===== src/rtl/dma_chan_sched.sv =====
// Round-robin scheduler that shares one APB-programmed DMA engine among NCH
// requesting channels. On a grant it latches the winner's descriptor, writes it
// into the DMA register file over an APB master port, then waits for DMA_INT
// and returns a one-cycle done (or timeout error) pulse to the granted channel.
//
// Ports:
//   PCLK, PRESETn         clock, asynchronous active-low reset
//   sched_en              arbitration enable (a running job always completes)
//   ch_req                level request per channel
//   ch_rd_addr/wr_addr/
//   ch_len/ch_step        32-bit descriptor words, channel i at [32*i +: 32]
//   ch_size               2-bit beat size per channel
//   ch_ack/done/err       one-cycle per-channel pulses
//   busy, cur_ch          status: not idle, granted channel index
//   M_PSEL..M_PWDATA      APB master write port towards the DMA
//   M_PREADY              APB ready from the DMA
//   DMA_INT               DMA completion pulse
module dma_chan_sched #(
  parameter int unsigned NCH     = 4,
  parameter int unsigned TMO_W   = 16,
  parameter int unsigned TIMEOUT = 16'hFFFF
) (
  input  logic              PCLK,
  input  logic              PRESETn,
  input  logic              sched_en,
  input  logic [NCH-1:0]    ch_req,
  input  logic [NCH*32-1:0] ch_rd_addr,
  input  logic [NCH*32-1:0] ch_wr_addr,
  input  logic [NCH*32-1:0] ch_len,
  input  logic [NCH*32-1:0] ch_step,
  input  logic [NCH*2-1:0]  ch_size,
  output logic [NCH-1:0]    ch_ack,
  output logic [NCH-1:0]    ch_done,
  output logic [NCH-1:0]    ch_err,
  output logic              busy,
  output logic [2:0]        cur_ch,
  output logic              M_PSEL,
  output logic              M_PWRITE,
  output logic [11:0]       M_PADDR,
  output logic [31:0]       M_PWDATA,
  input  logic              M_PREADY,
  input  logic              DMA_INT
);

  typedef enum logic [2:0] {
    StIdle, StWrRd, StWrWr, StWrLen, StWrStep, StWrCtrl, StWait, StFin
  } state_e;

  state_e            state_q, state_d;
  logic [2:0]        rr_q, rr_d;
  logic [2:0]        ch_q, ch_d;
  logic [31:0]       rd_q, rd_d, wr_q, wr_d, len_q, len_d, step_q, step_d;
  logic [1:0]        size_q, size_d;
  logic [TMO_W-1:0]  tmo_q, tmo_d;
  logic              err_q, err_d;

  // Round-robin pick: first requester at or above rr_q, else the lowest one.
  logic              found;
  logic [2:0]        gnt_idx;
  logic [2:0]        gnt_next;
  logic [31:0]       sel_rd, sel_wr, sel_len, sel_step;
  logic [1:0]        sel_size;

  always_comb begin
    found    = 1'b0;
    gnt_idx  = 3'd0;
    gnt_next = 3'd0;
    sel_rd   = '0;
    sel_wr   = '0;
    sel_len  = '0;
    sel_step = '0;
    sel_size = '0;
    for (int k = 0; k < 2 * NCH; k++) begin
      if (!found && ch_req[k % NCH] && ((k >= NCH) || (k >= int'(rr_q)))) begin
        found    = 1'b1;
        gnt_idx  = 3'(k % NCH);
        gnt_next = ((k % NCH) == NCH - 1) ? 3'd0 : 3'((k % NCH) + 1);
        sel_rd   = ch_rd_addr[32*(k%NCH) +: 32];
        sel_wr   = ch_wr_addr[32*(k%NCH) +: 32];
        sel_len  = ch_len[32*(k%NCH) +: 32];
        sel_step = ch_step[32*(k%NCH) +: 32];
        sel_size = ch_size[2*(k%NCH) +: 2];
      end
    end
  end

  always_comb begin
    state_d  = state_q;
    rr_d     = rr_q;
    ch_d     = ch_q;
    rd_d     = rd_q;
    wr_d     = wr_q;
    len_d    = len_q;
    step_d   = step_q;
    size_d   = size_q;
    tmo_d    = tmo_q;
    err_d    = err_q;
    ch_ack   = '0;
    ch_done  = '0;
    ch_err   = '0;
    M_PSEL   = 1'b0;
    M_PADDR  = '0;
    M_PWDATA = '0;

    unique case (state_q)
      StIdle: begin
        if (sched_en && found) begin
          ch_ack[gnt_idx] = 1'b1;
          ch_d    = gnt_idx;
          rr_d    = gnt_next;
          rd_d    = sel_rd;
          wr_d    = sel_wr;
          len_d   = sel_len;
          step_d  = sel_step;
          size_d  = sel_size;
          state_d = StWrRd;
        end
      end
      StWrRd: begin
        M_PSEL   = 1'b1;
        M_PADDR  = 12'h000;
        M_PWDATA = rd_q;
        if (M_PREADY) state_d = StWrWr;
      end
      StWrWr: begin
        M_PSEL   = 1'b1;
        M_PADDR  = 12'h004;
        M_PWDATA = wr_q;
        if (M_PREADY) state_d = StWrLen;
      end
      StWrLen: begin
        M_PSEL   = 1'b1;
        M_PADDR  = 12'h008;
        M_PWDATA = len_q;
        if (M_PREADY) state_d = StWrStep;
      end
      StWrStep: begin
        M_PSEL   = 1'b1;
        M_PADDR  = 12'h00C;
        M_PWDATA = step_q;
        if (M_PREADY) state_d = StWrCtrl;
      end
      StWrCtrl: begin
        M_PSEL   = 1'b1;
        M_PADDR  = 12'h010;
        M_PWDATA = {26'b0, size_q, 4'b0001};
        if (M_PREADY) begin
          tmo_d   = '0;
          state_d = StWait;
        end
      end
      StWait: begin
        // Completion takes priority over a timeout expiring in the same cycle.
        if (DMA_INT) begin
          err_d   = 1'b0;
          state_d = StFin;
        end else if ((TIMEOUT != 0) && (tmo_q == TMO_W'(TIMEOUT - 1))) begin
          err_d   = 1'b1;
          state_d = StFin;
        end else begin
          tmo_d = tmo_q + 1'b1;
        end
      end
      StFin: begin
        if (err_q) ch_err[ch_q]  = 1'b1;
        else       ch_done[ch_q] = 1'b1;
        state_d = StIdle;
      end
      default: state_d = StIdle;
    endcase
  end

  assign M_PWRITE = M_PSEL;
  assign busy     = (state_q != StIdle);
  assign cur_ch   = busy ? ch_q : 3'd0;

  always_ff @(posedge PCLK or negedge PRESETn) begin
    if (!PRESETn) begin
      state_q <= StIdle;
      rr_q    <= '0;
      ch_q    <= '0;
      rd_q    <= '0;
      wr_q    <= '0;
      len_q   <= '0;
      step_q  <= '0;
      size_q  <= '0;
      tmo_q   <= '0;
      err_q   <= 1'b0;
    end else begin
      state_q <= state_d;
      rr_q    <= rr_d;
      ch_q    <= ch_d;
      rd_q    <= rd_d;
      wr_q    <= wr_d;
      len_q   <= len_d;
      step_q  <= step_d;
      size_q  <= size_d;
      tmo_q   <= tmo_d;
      err_q   <= err_d;
    end
  end

endmodule

===== config.mk =====
export PLATFORM = sky130hd
export DESIGN_NAME = dma_chan_sched
export DESIGN_NICKNAME = d
export VERILOG_FILES = /design/src/rtl/dma_chan_sched.sv
export SDC_FILE = /design/constraint.sdc
export NUM_CORES = 1
export LEC_CHECK = 0
export CAP_MARGIN = 40
export CORE_AREA = 2 2 231 233
export DETAILED_ROUTE_END_ITERATION = 6
export DIE_AREA = 0 0 233 235
export PLACE_DENSITY_LB_ADDON = 0.15
export REMOVE_ABC_BUFFERS = 1
export SYNTH_ARGS = -nofsm -noshare
export SYNTH_HDL_FRONTEND = slang
export SYNTH_SLANG_ARGS = --single-unit

===== constraint.sdc =====
create_clock -name PCLK -period 7.4 [get_ports PCLK]
set_clock_uncertainty 0.2 [all_clocks]
set_input_delay 1.48 -clock PCLK [delete_from_list [all_inputs] [get_ports PCLK]]
set_output_delay 1.48 -clock PCLK [all_outputs]
set_load 0.03 [all_outputs]

==> flow_summary.toml <==
[clock_network]
ctsResizeCount = 0
cts_tree = "done"
cts_buffer_depth = 2
cts_buffers = 17
clk_pin_slew_ns = 0.06
postCtsSetupRepairBufs = 0
clkSinkCount = 154
cts_root_buf = "clkbuf_16"
h-tree-depth = 4
clock_latency_ns = 0.45
hold_buffers = 0

[timing]
period_needed_ns = 6.12
tightestPinTransition_ns = 0.897
slew_violations = 0
clock.fmax_ghz = 0.163
setup_viol = 0
rsz0062_at_grt = "no"
min_period_over_period_pct = 82.7
relSlewSlack_pct = 40.2
hold_violations = 0

[critical_path]
crit_top_cell = "clkdlybuf4s50_1"
cp_data_required_time_ns = 5.72
path_max_fanout = 55
reg2reg_depth = 6
path_buf_inv = 2
path_class = "in -> out"
crit_chain = "clkdlybuf4s50_1, or3_1, o211a_4, nand4_1, nor2_1, clkdlybuf4s50_1"
end_kind = "output port"
path_delay_family = "buffers and inverters"
crit_arrival_ns = 4.44
worst_path_largest_cell_delay_ns = 0.75
slowest_stage = "clkdlybuf4s50_1"
cp.depth = 6
startpoint_type = "primary input"

[synth]
synth_top_area_share_pct = 26.5
ys_top_cells_by_area = "dfrtp_1 26%, mux2_2 6.7%, a211oi_1 6.7%, o21ai_0 6.5%, a21oi_1 6.2%"
synth-async-reset-ratio_pct = 100
avgSynthCellArea_sq_um = 7.24
synth_top_area_cell = "dfrtp_1"
netlist_instances = 2010
netlist_area_sq_mm = 0.0145
yosys_register_bits = 154
ys_seq_area_share_pct = 26.5
yosys_warnings = 0
ys.flop_type = "dfrtp_1"
synth_edf_count = 0
synth_cell_types = 60

[job]
maxCapViolCount = 0

[final_layout]
fillers = 5270
drive_above_1_share_pct = 7.34
finalInstanceArea_sq_mm = 0.0214
fin_nets = 2969
areaGrowthSynthToFinish_pct = 47.1

[placed_design]
place_hpwl_microns = 51700
port_buffers = 580
gp_congestion = 0.874
place_area_sq_mm = 0.0208

[global_route]
grt_use_total_pct = 26.8
antenna_found_initial = 30
grt_pass1_vias = 18200
use_met1_pct = 33.8
gr-usage-met2_pct = 44.4
gr-max-usage-layer = "met2"
grt_pass1_wl_microns = 113000
grt_max_degree = 111
grtUsageMet3_pct = 5.80
overflow = 0

[route]
routedWlPerCell_microns = 24.1
vias = 18300
avgViaCountPerCell = 5.78
drtPass1Iterations = 5
final_antenna_net_count = 0
drt_wl_total_microns = 76100
drtIter0Drc = 1665
drc = 0

[pwr]
p_per_area_mw_per_mm2 = 302
total_power_w = 0.00647
peakVddDrop_v = 0.000175
p_leak_nw = 8.52

[hold_path]
min_path_type = "reg -> reg"
holdPathStages = 1

[floorplan]
core.rowCount = 84
dieArea_sq_mm = 0.0548
coreArea_sq_mm = 0.0522
start_util_pct = 27.8
io_pins = 591
die_w_microns = 233
die_y_microns = 235

[outcome]
status = "completed"
synthesized netlist by cell type (all sizes together), types with 3 or more instances:
library cell,instances
a211oi,130
a21oi,182
a221oi,5
a22o,3
a22oi,58
a31oi,3
and2,3
and3,45
buf,101
clkbuf,120
dfrtp,154
inv,187
mux2,87
mux2i,13
nand2,189
nand2b,5
nand3,51
nand4,6
nor2,153
nor2b,11
nor3,8
nor3b,4
o211ai,3
o21ai,193
o221ai,42
o22ai,87
o31ai,39
o32a,4
o32ai,87
or2,5
or3,3
xnor2,9
power by group:
part           switching [W]  internal [W]  total [W]
clock               0.000400      0.000533   0.000934
sequential          0.000297       0.00123    0.00152
combinational        0.00243       0.00158    0.00401
total                0.00313       0.00334    0.00647
per-stage QoR:
stage                     setup slack (ns)  util [%]  setup TNS, ns  hold WS (ns)  std cells
final                                 1.28      41.0              0         0.270       3157
after global routing                  1.00      41.0              0         0.287       3157
after CTS                             1.26      40.9              0         0.273       3139
after detailed placement              1.28      39.8              0         0.264       3107
after global placement                1.30      39.3              0         0.256       3098
after floorplan                     -0.448         -         -49.98         0.237       1798
worst reg2reg max path, cell delays in order, from the launching register on:
cell     delay, ns
dfrtp_1       0.64
nor3_4        0.53
o211a_4       0.72
buf_4         0.57
buf_16        0.30
nand2_1       0.15
o32a_1        0.35
placed cells by master (no fill, tap or decap), drive strengths merged, types with 4 or more instances in the layout:
cell             n
or2              5
buf             43
nor3             8
clkdlybuf4s50  578
dfrtp          154
nor2           153
nand2          189
nor2b           11
a211oi         130
o32a             4
and3            45
nor3b            4
nand2b           5
o31ai           39
nand4            6
nand3           51
inv            187
a21oi          182
mux2i           13
o221ai          42
o22ai           87
a22oi           58
xnor2            9
mux2            87
conb            10
a221oi           5
clkbuf          26
diode           18
o32ai           87
o21ai          193
state kept, by name, indices dropped and copies added, names as in the netlist:
name     flops
size_q       2
step_q      32
state_q      3
tmo_q       16
rr_q         2
rd_q        32
len_q       32
wr_q        32
ch_q         2
err_q        1
logic make-up after synthesis:
family / synth area share [%]
other: 0.0258
AOI/OAI and AO/OA: 37.9
buffers and inverters: 12.0
DFF: 26.5
and+or+nand+nor: 15.2
xor gates and xnor gates: 0.542
adders and majority gates: 0.172
muxes: 7.63
layout make-up:
| type | instances | area [sq um] | share of cell area (%) |
|---|---|---|---|
| Multi-Input combinational cell | 1457 | 9040 | 42.3 |
| Timing Repair Buffer | 621 | 6300 | 29.5 |
| Sequential cell | 154 | 3860 | 18.0 |
| Tap cell | 688 | 861 | 4.02 |
| Inverter | 187 | 702 | 3.28 |
| Clock buffer | 26 | 499 | 2.33 |
| Clock inverter | 6 | 86.3 | 0.403 |
| Antenna cell | 18 | 45.0 | 0.210 |
worst paths after layout:
kind	slack [ns]	end	startpoint
setup / recovery	1.28	ch_ack[3]	ch_req[0]
hold / removal	0.27	tmo_q[11]	tmo_q[11]
setup reg to reg	3.82	rr_q[1]	state_q[1]
hold reg to reg	0.27	tmo_q[11]	tmo_q[11]
max in group asynchronous	4.94	wr_q[23]	PRESETn
min in group asynchronous	0.77	len_q[25]	PRESETn
per-layer routing:
layer  up-vias  wire length, microns
met1      8929                 31000
met2       906                 36700
li1       8244                     -
met4        20                  2360
met3       151                  5920
met5         -                   134
Note: power is estimated with default switching activity, not from simulation.
